[src/rtl/cbpa.sv]
// Registered carry-bypass (carry-skip) adder with a ripple-carry cross-check flag.
// Carries ripple inside fixed-size blocks and jump a whole block when every bit in it propagates.
module cbpa #(
    parameter int WIDTH = 32,
    parameter int BLOCK = 4
) (
    input  logic             clk,
    input  logic             rst,
    input  logic [WIDTH-1:0] a,
    input  logic [WIDTH-1:0] b,
    input  logic             Cin,
    output logic [WIDTH-1:0] sum,
    output logic             Cout,
    output logic             of
);

    localparam int NBLK = WIDTH / BLOCK;

    logic [WIDTH-1:0] w_p;
    logic [WIDTH-1:0] w_g;
    logic [WIDTH-1:0] w_ci;
    logic [WIDTH-1:0] w_s;
    logic [NBLK-1:0]  w_blkP;
    logic [NBLK:0]    w_blkC;
    logic             w_rippleCout;

    logic [WIDTH-1:0] r_sum;
    logic             r_cout;
    logic             r_of;

    assign w_p = a ^ b;
    assign w_g = a & b;
    assign w_s = w_p ^ w_ci;

    // Each block ripples from its own carry-in; the skip mux picks the block carry-in when the block fully propagates.
    always_comb begin
        logic v_carry;
        w_ci      = '0;
        w_blkP    = '0;
        w_blkC    = '0;
        w_blkC[0] = Cin;
        for (int k = 0; k < NBLK; k++) begin
            w_blkP[k] = &w_p[k*BLOCK +: BLOCK];
            v_carry   = w_blkC[k];
            for (int j = 0; j < BLOCK; j++) begin
                w_ci[k*BLOCK + j] = v_carry;
                v_carry = w_g[k*BLOCK + j] | (w_p[k*BLOCK + j] & v_carry);
            end
            w_blkC[k+1] = w_blkP[k] ? w_blkC[k] : v_carry;
        end
    end

    // Independent full-width ripple, only used to cross-check the bypass carry.
    always_comb begin
        logic v_rc;
        v_rc = Cin;
        for (int i = 0; i < WIDTH; i++) begin
            v_rc = w_g[i] | (w_p[i] & v_rc);
        end
        w_rippleCout = v_rc;
    end

    always_ff @(posedge clk) begin
        if (rst) begin
            r_sum  <= '0;
            r_cout <= 1'b0;
            r_of   <= 1'b0;
        end else begin
            r_sum  <= w_s;
            r_cout <= w_blkC[NBLK];
            r_of   <= w_blkC[NBLK] ^ w_rippleCout;
        end
    end

    assign sum  = r_sum;
    assign Cout = r_cout;
    assign of   = r_of;

endmodule

[config.mk]
export PLATFORM = sky130hd
export DESIGN_NAME = cbpa
export DESIGN_NICKNAME = d
export VERILOG_FILES = /design/src/rtl/cbpa.sv
export SDC_FILE = /design/constraint.sdc
export NUM_CORES = 1
export LEC_CHECK = 0
export CAP_MARGIN = 15
export CORE_UTILIZATION = 35
export CTS_BUF_LIST = sky130_fd_sc_hd__clkbuf_16
export CTS_CLUSTER_SIZE = 8
export DETAILED_ROUTE_END_ITERATION = 10
export PLACE_DENSITY = 0.68
export REMOVE_ABC_BUFFERS = 1
export SETUP_SLACK_MARGIN = 0.5
export SKIP_LAST_GASP = 1
export SYNTH_ARGS = -nofsm -noshare
export SYNTH_HDL_FRONTEND = slang
export SYNTH_SLANG_ARGS = --single-unit
export TNS_END_PERCENT = 30
[constraint.sdc]
create_clock -name clk -period 19 [get_ports clk]
set_input_delay 2.85 -clock clk [delete_from_list [all_inputs] [get_ports clk]]
set_output_delay 2.85 -clock clk [all_outputs]
set_load 0.1 [all_outputs]
==> results of run 1 <==
cells in the final DEF, fill, tap and decap left out, types with 2 or more instances in the layout:
master and n:
dfxtp_1 34, ha_1 32, a2111oi_0 3, a21o_1 3
and3_1 2, inv_1 11, clkdlybuf4s50_1 100, fa_1 32
a21oi_1 8, nand3_1 3, and4_1 4, clkbuf_16 5
o21ai_0 3, o2111ai_1 2, nor2_1 8, nand2_1 6
nor2b_1 31, nand4_1 7, o21ai_1 2, o21a_1 2
worst max-delay path: cells and delay by family:
kind	cells	cell delay, ns
adders and majority gates	32	11.96
buffers and inverters	5	0.74
and+or+nand+nor	7	0.77
muxes	2	0.55
AOI/OAI and AO/OA	6	0.91
metal layers:
metal,vias up,GRT usage (%),wire [um]
met4,0,4.93,70
li1,950,-,-
met1,876,20.2,2410
met5,-,0,0
met3,4,3.60,234
met2,53,27.1,2590
per-stage QoR:
| stage | instance area, sq um | util [%] | setup WS (ns) | instances |
|---|---|---|---|---|
| after global placement | 3500 | 54.0 | 1.27 | 386 |
| final | 3640 | 56.1 | 1.43 | 394 |
| after detailed placement | 3500 | 54.0 | 1.16 | 386 |
| after CTS | 3640 | 56.1 | 1.42 | 394 |
| after global routing | 3640 | 56.1 | 0.639 | 394 |
| after floorplan | 2400 | - | 2.49 | 208 |
registers in the layout (all words and copies together) (netlist names):
register  cells
sum          32
Cout          1
of            1
power groups by stage:
stage | clock [mW] | combinational, mW | sequential, mW
floorplan | 0 | 0.0320 | 0.158
finish | 0.0754 | 0.151 | 0.0836
global placement | 0 | 0.151 | 0.0852
global route | 0.0813 | 0.162 | 0.0848
CTS | 0.0771 | 0.152 | 0.0838
detailed placement | 0 | 0.152 | 0.0852
cell type report:
class                   instances  area (sq um)
fillers                       582          2850
multi-input cells             164          1680
repair buffers                101          1010
flip-flops and latches         34           681
clock buffers                   5           125
well taps                      77          96.3
inverters                      10          37.5
clock inverters                 3          12.5
how the worst max path moves through the flow:
stage | cells past startpoint | end | slack (ns) | startpoint
2_1_floorplan | 51 | of$_SDFF_PP0_ | 2.49 | a[0]
3_3_place_gp | 52 | of$_SDFF_PP0_ | 1.27 | a[0]
3_5_place_dp | 52 | of$_SDFF_PP0_ | 1.16 | a[0]
6_report | 52 | of$_SDFF_PP0_ | 1.43 | a[0]
5_1_grt | 52 | of$_SDFF_PP0_ | 0.64 | a[0]
4_1_cts | 52 | of$_SDFF_PP0_ | 1.42 | a[0]
cells by family after synthesis:
kind of cell | after synthesis | synth area share (%)
multiplexers | 2 | 0.882
flip-flops | 34 | 28.2
AND/OR/NAND/NOR | 65 | 15.7
AO/OA/AOI/OAI | 33 | 9.96
buffers and inverters | 13 | 2.02
adder cells (fa/ha/maj) | 64 | 43.2
==> results.py, run 1 <==
metrics = {
    "power_and_ir_drop": {
        "powerDensity_nw_per_um2": 85.2,
        "p_leak_nw": 1.51,
        "p_sw_mw": 0.133,
        "combPwrFrac_pct": 48.7,
        "seq_power_share_pct": 27.0,
        "finalPower_mw": 0.310,
        "peakVddDrop_v": 0.0000401,
        "internal_power_mw": 0.178,
        "swShare_pct": 42.8,
        "p_clk_share_pct": 24.3,
    },
    "timing": {
        "clock.fmax_ghz": 0.0569,
        "worstMarginPinSlew_ns": 0.992,
        "fin_crit_sh_pct": 92.5,
        "rsz0062_at_grt": "no",
        "whs_ns": 3.34,
        "period_minus_slack_ns": 17.57,
        "maxSlewHeadroom_pct": 33.7,
        "finalMaxSlewViolations": 0,
        "tns_ns": 0,
        "hold_violations": 0,
        "setup_viol": 0,
    },
    "clocking": {
        "cts_root_buf": "clkbuf_16",
        "htreeDepth": 2,
        "clockBufferDepth": 2,
        "cts-buffers-inserted": 5,
        "hold_buffers": 0,
        "cts.sinks": 34,
        "cts_resized": 0,
        "path_clk_slew_ns": 0.05,
        "cts_tree": "done",
        "cts_setup_buffers": 0,
    },
    "global_routing": {
        "grt_max_degree": 35,
        "grt_pass1_vias": 1965,
        "grt_pass1_wl_um": 8980,
        "grt-ovfl-total": 0,
        "antenna_found_initial": 0,
        "grtUsageTotal_pct": 15.9,
    },
    "die": {
        "initial_core_util_pct": 37.1,
        "coreArea_sq_um": 6490,
        "pin_count": 101,
        "die_y_um": 85,
        "die_w_um": 85,
        "rows": 29,
        "die_area_sq_um": 7230,
    },
    "synth": {
        "syn_inst": 211,
        "synth_area_leader_cell": "dfxtp_1",
        "ys_dominant_reg_cell": "dfxtp_1",
        "synth_top_cells_by_count": "dfxtp_1 (34), fa_1 (32), ha_1 (32)",
        "synth.most_common_cell": "dfxtp_1",
        "synth_edf_count": 0,
        "ys_warn_count": 0,
        "synth_area_leaders": "dfxtp_1 (28%), fa_1 (27%), ha_1 (17%)",
        "synth_area_sq_um": 2410,
        "synth_top_area_share_pct": 28.2,
        "synth_cell_type_count": 35,
        "avgSynthCellArea_sq_um": 11.4,
        "ys_async_sr_fraction_pct": 0,
        "ys_seq_area_share_pct": 28.2,
        "synth_seq_cells": 34,
    },
    "critical_path": {
        "required_ns": 19.22,
        "slowest_stage": "clkdlybuf4s50_1",
        "cp-end-kind": "flop",
        "crit_path_start_kind": "primary input",
        "crit_path_frequent_cell": "fa_1",
        "critPathArrivalTime_ns": 17.79,
        "slowest_delay_ns": 0.43,
        "crit_fanout": 3,
        "critical_path_class": "in -> reg",
    },
    "worst_hold_path": {
        "min_path_cells": 4,
        "hold_end": "sum[31]$_SDFF_PP0_",
        "hold_class": "in -> reg",
        "hp-start": "b[31]",
    },
    "detailed_routing": {
        "dr.pass1.iters": 4,
        "vias_per_cell": 4.78,
        "wl_per_cell_um": 13.5,
        "ant_nets": 0,
        "drt_wl_total_um": 5300,
        "dr_total_vias": 1883,
        "drt_first_iter_violations": 34,
        "drc_errors": 0,
    },
    "layout": {
        "drive_above_1_share_pct": 3.79,
        "antenna_cells": 0,
        "area_delta_synth_final_pct": 51.1,
        "nets": 447,
    },
    "outcome": {
        "status": "complete, no violations",
    },
    "placed_design": {
        "io_buffer_count": 100,
        "dpl.hpwl_um": 4520,
        "routabilityCongestion": 0.848,
    },
    "run": {
        "cap_violations": 0,
    },
}
Power figures use the tool's default switching activity.
==> run 2, diff against run 1 <==
--- a/config.mk
+++ b/config.mk
@@ -6,11 +6,11 @@
 export NUM_CORES = 1
 export LEC_CHECK = 0
 export CAP_MARGIN = 15
-export CORE_UTILIZATION = 35
+export CORE_UTILIZATION = 41
 export CTS_BUF_LIST = sky130_fd_sc_hd__clkbuf_16
 export CTS_CLUSTER_SIZE = 8
 export DETAILED_ROUTE_END_ITERATION = 10
-export PLACE_DENSITY = 0.68
+export PLACE_DENSITY = 0.77
 export REMOVE_ABC_BUFFERS = 1
 export SETUP_SLACK_MARGIN = 0.5
 export SKIP_LAST_GASP = 1
==> run 2 against run 1 <==
- non-clock buffer count did not move
- global-route usage increased by 3.7 points
- final area is 0.31% lower
- highest routed layer unchanged
==> results.py, run 2 (synthesized netlist as in run 1, its figures left out) <==
metrics = {
    "outcome": {
        "status": "complete, no violations",
    },
    "die": {
        "initial_core_util_pct": 43.3,
        "die_y_um": 78.7,
        "coreArea_sq_um": 5570,
        "rows": 27,
        "die_area_sq_um": 6190,
        "pin_count": 101,
        "die_w_um": 78.7,
    },
    "timing": {
        "rsz0062_at_grt": "no",
        "setup_viol": 0,
        "maxSlewHeadroom_pct": 33.2,
        "clock.fmax_ghz": 0.0570,
        "tns_ns": 0,
        "whs_ns": 3.34,
        "finalMaxSlewViolations": 0,
        "hold_violations": 0,
        "period_minus_slack_ns": 17.55,
        "worstMarginPinSlew_ns": 0.999,
        "fin_crit_sh_pct": 92.3,
    },
    "power_and_ir_drop": {
        "peakVddDrop_v": 0.0000637,
        "combPwrFrac_pct": 49.1,
        "swShare_pct": 42.6,
        "p_sw_mw": 0.132,
        "p_clk_share_pct": 23.8,
        "internal_power_mw": 0.177,
        "p_leak_nw": 1.51,
        "powerDensity_nw_per_um2": 85.1,
        "seq_power_share_pct": 27.1,
    },
    "clocking": {
        "cts_tree": "done",
        "cts_setup_buffers": 0,
        "cts_resized": 0,
        "cts_root_buf": "clkbuf_16",
        "cts.sinks": 34,
        "clockBufferDepth": 2,
        "hold_buffers": 0,
        "path_clk_slew_ns": 0.05,
        "htreeDepth": 2,
        "cts-buffers-inserted": 5,
    },
    "detailed_routing": {
        "dr.pass1.iters": 4,
        "drt_wl_total_um": 5370,
        "drc_errors": 0,
        "dr_total_vias": 1930,
        "wl_per_cell_um": 13.8,
        "vias_per_cell": 4.97,
        "ant_nets": 0,
        "drt_first_iter_violations": 48,
    },
    "critical_path": {
        "critical_path_class": "in -> reg",
        "crit_path_start_kind": "primary input",
        "cp-end-kind": "flop",
        "critPathArrivalTime_ns": 17.76,
        "crit_path_frequent_cell": "fa_1",
        "slowest_stage": "clkdlybuf4s50_1",
        "required_ns": 19.22,
        "slowest_delay_ns": 0.43,
        "crit_fanout": 3,
    },
    "run": {
        "cap_violations": 0,
    },
    "placed_design": {
        "io_buffer_count": 100,
        "dpl.hpwl_um": 4640,
        "routabilityCongestion": 0.830,
    },
    "global_routing": {
        "grtUsageTotal_pct": 19.6,
        "grt_pass1_wl_um": 9250,
        "antenna_found_initial": 0,
        "grt_pass1_vias": 1979,
        "grt-ovfl-total": 0,
        "grt_max_degree": 35,
    },
    "worst_hold_path": {
        "hold_class": "in -> reg",
        "hp-start": "a[0]",
        "min_path_cells": 4,
        "hold_end": "sum[0]$_SDFF_PP0_",
    },
    "layout": {
        "largest_reg_flops": 32,
        "area_delta_synth_final_pct": 50.6,
        "final_cell_mix": "clkdlybuf4s50_1 (100), dfxtp_1 (34), fa_1 (32), ha_1 (32), nor2b_1 (31)",
        "drive_above_1_share_pct": 3.48,
        "antenna_cells": 0,
        "nets": 447,
        "nFillCells": 444,
        "mostFrequentLayoutCell": "clkdlybuf4s50_1",
    },
}
## run 2: changes by cell type in the layout (fill, tap and decap cells not counted), sizes merged
cell / change
clkinv: -2
inv: +1
## run 2: worst max-delay path, delay by kind of cell
kind                       cells  cell delay, ns
buffers and inverters          5            0.73
AOI/OAI and AO/OA              6            0.86
muxes                          2            0.57
and+or+nand+nor                7            0.71
adders and majority gates     32           12.02
## run 2: stage by stage
step / util (%) / worst slack [ns] / std cells / power (mW) / cell area [sq um]
global placement: 62.8 / 1.37 / 381 / 0.236 / 3500
global route: 65.1 / 0.624 / 388 / 0.327 / 3630
detailed placement: 62.8 / 1.23 / 381 / 0.237 / 3500
CTS: 65.1 / 1.45 / 388 / 0.312 / 3630
floorplan: - / 2.49 / 208 / 0.190 / 2400
finish: 65.1 / 1.45 / 388 / 0.309 / 3630
## run 2: area by class of cell
type	count	area (sq um)	share of cell area, %
multi-input combinational	164	1680	46.3
timing repair buffer	101	1010	27.8
sequential	34	681	18.7
clock buffer	5	125	3.45
tap	72	90.1	2.48
inverter	10	37.5	1.03
clock inverter	2	7.51	0.207
## run 2: worst max path at each step
| stage | slack [ns] | to | start | cells after the start |
|---|---|---|---|---|
| floorplan | 2.49 | of$_SDFF_PP0_ | a[0] | 51 |
| global placement | 1.37 | of$_SDFF_PP0_ | a[0] | 52 |
| detailed placement | 1.23 | of$_SDFF_PP0_ | Cin | 52 |
| CTS | 1.45 | of$_SDFF_PP0_ | Cin | 52 |
| global route | 0.62 | of$_SDFF_PP0_ | Cin | 52 |
| finish | 1.45 | of$_SDFF_PP0_ | Cin | 52 |
## run 2: metal layers
layer	track usage [%]	vias to the layer above	share of wire, %
met5	0	-	0
met4	5.19	0	1.5
met3	4.19	8	4.6
met2	34.1	56	52
met1	24.5	915	42
li1	-	951	-
## run 2: power by group through the flow
stage / registers, mW / logic (mW) / clock network (mW)
2_1_floorplan: 0.158 / 0.0320 / 0
3_3_place_gp: 0.0851 / 0.151 / 0
3_5_place_dp: 0.0852 / 0.152 / 0
4_1_cts: 0.0839 / 0.153 / 0.0750
5_1_grt: 0.0846 / 0.163 / 0.0793
6_report: 0.0838 / 0.152 / 0.0734
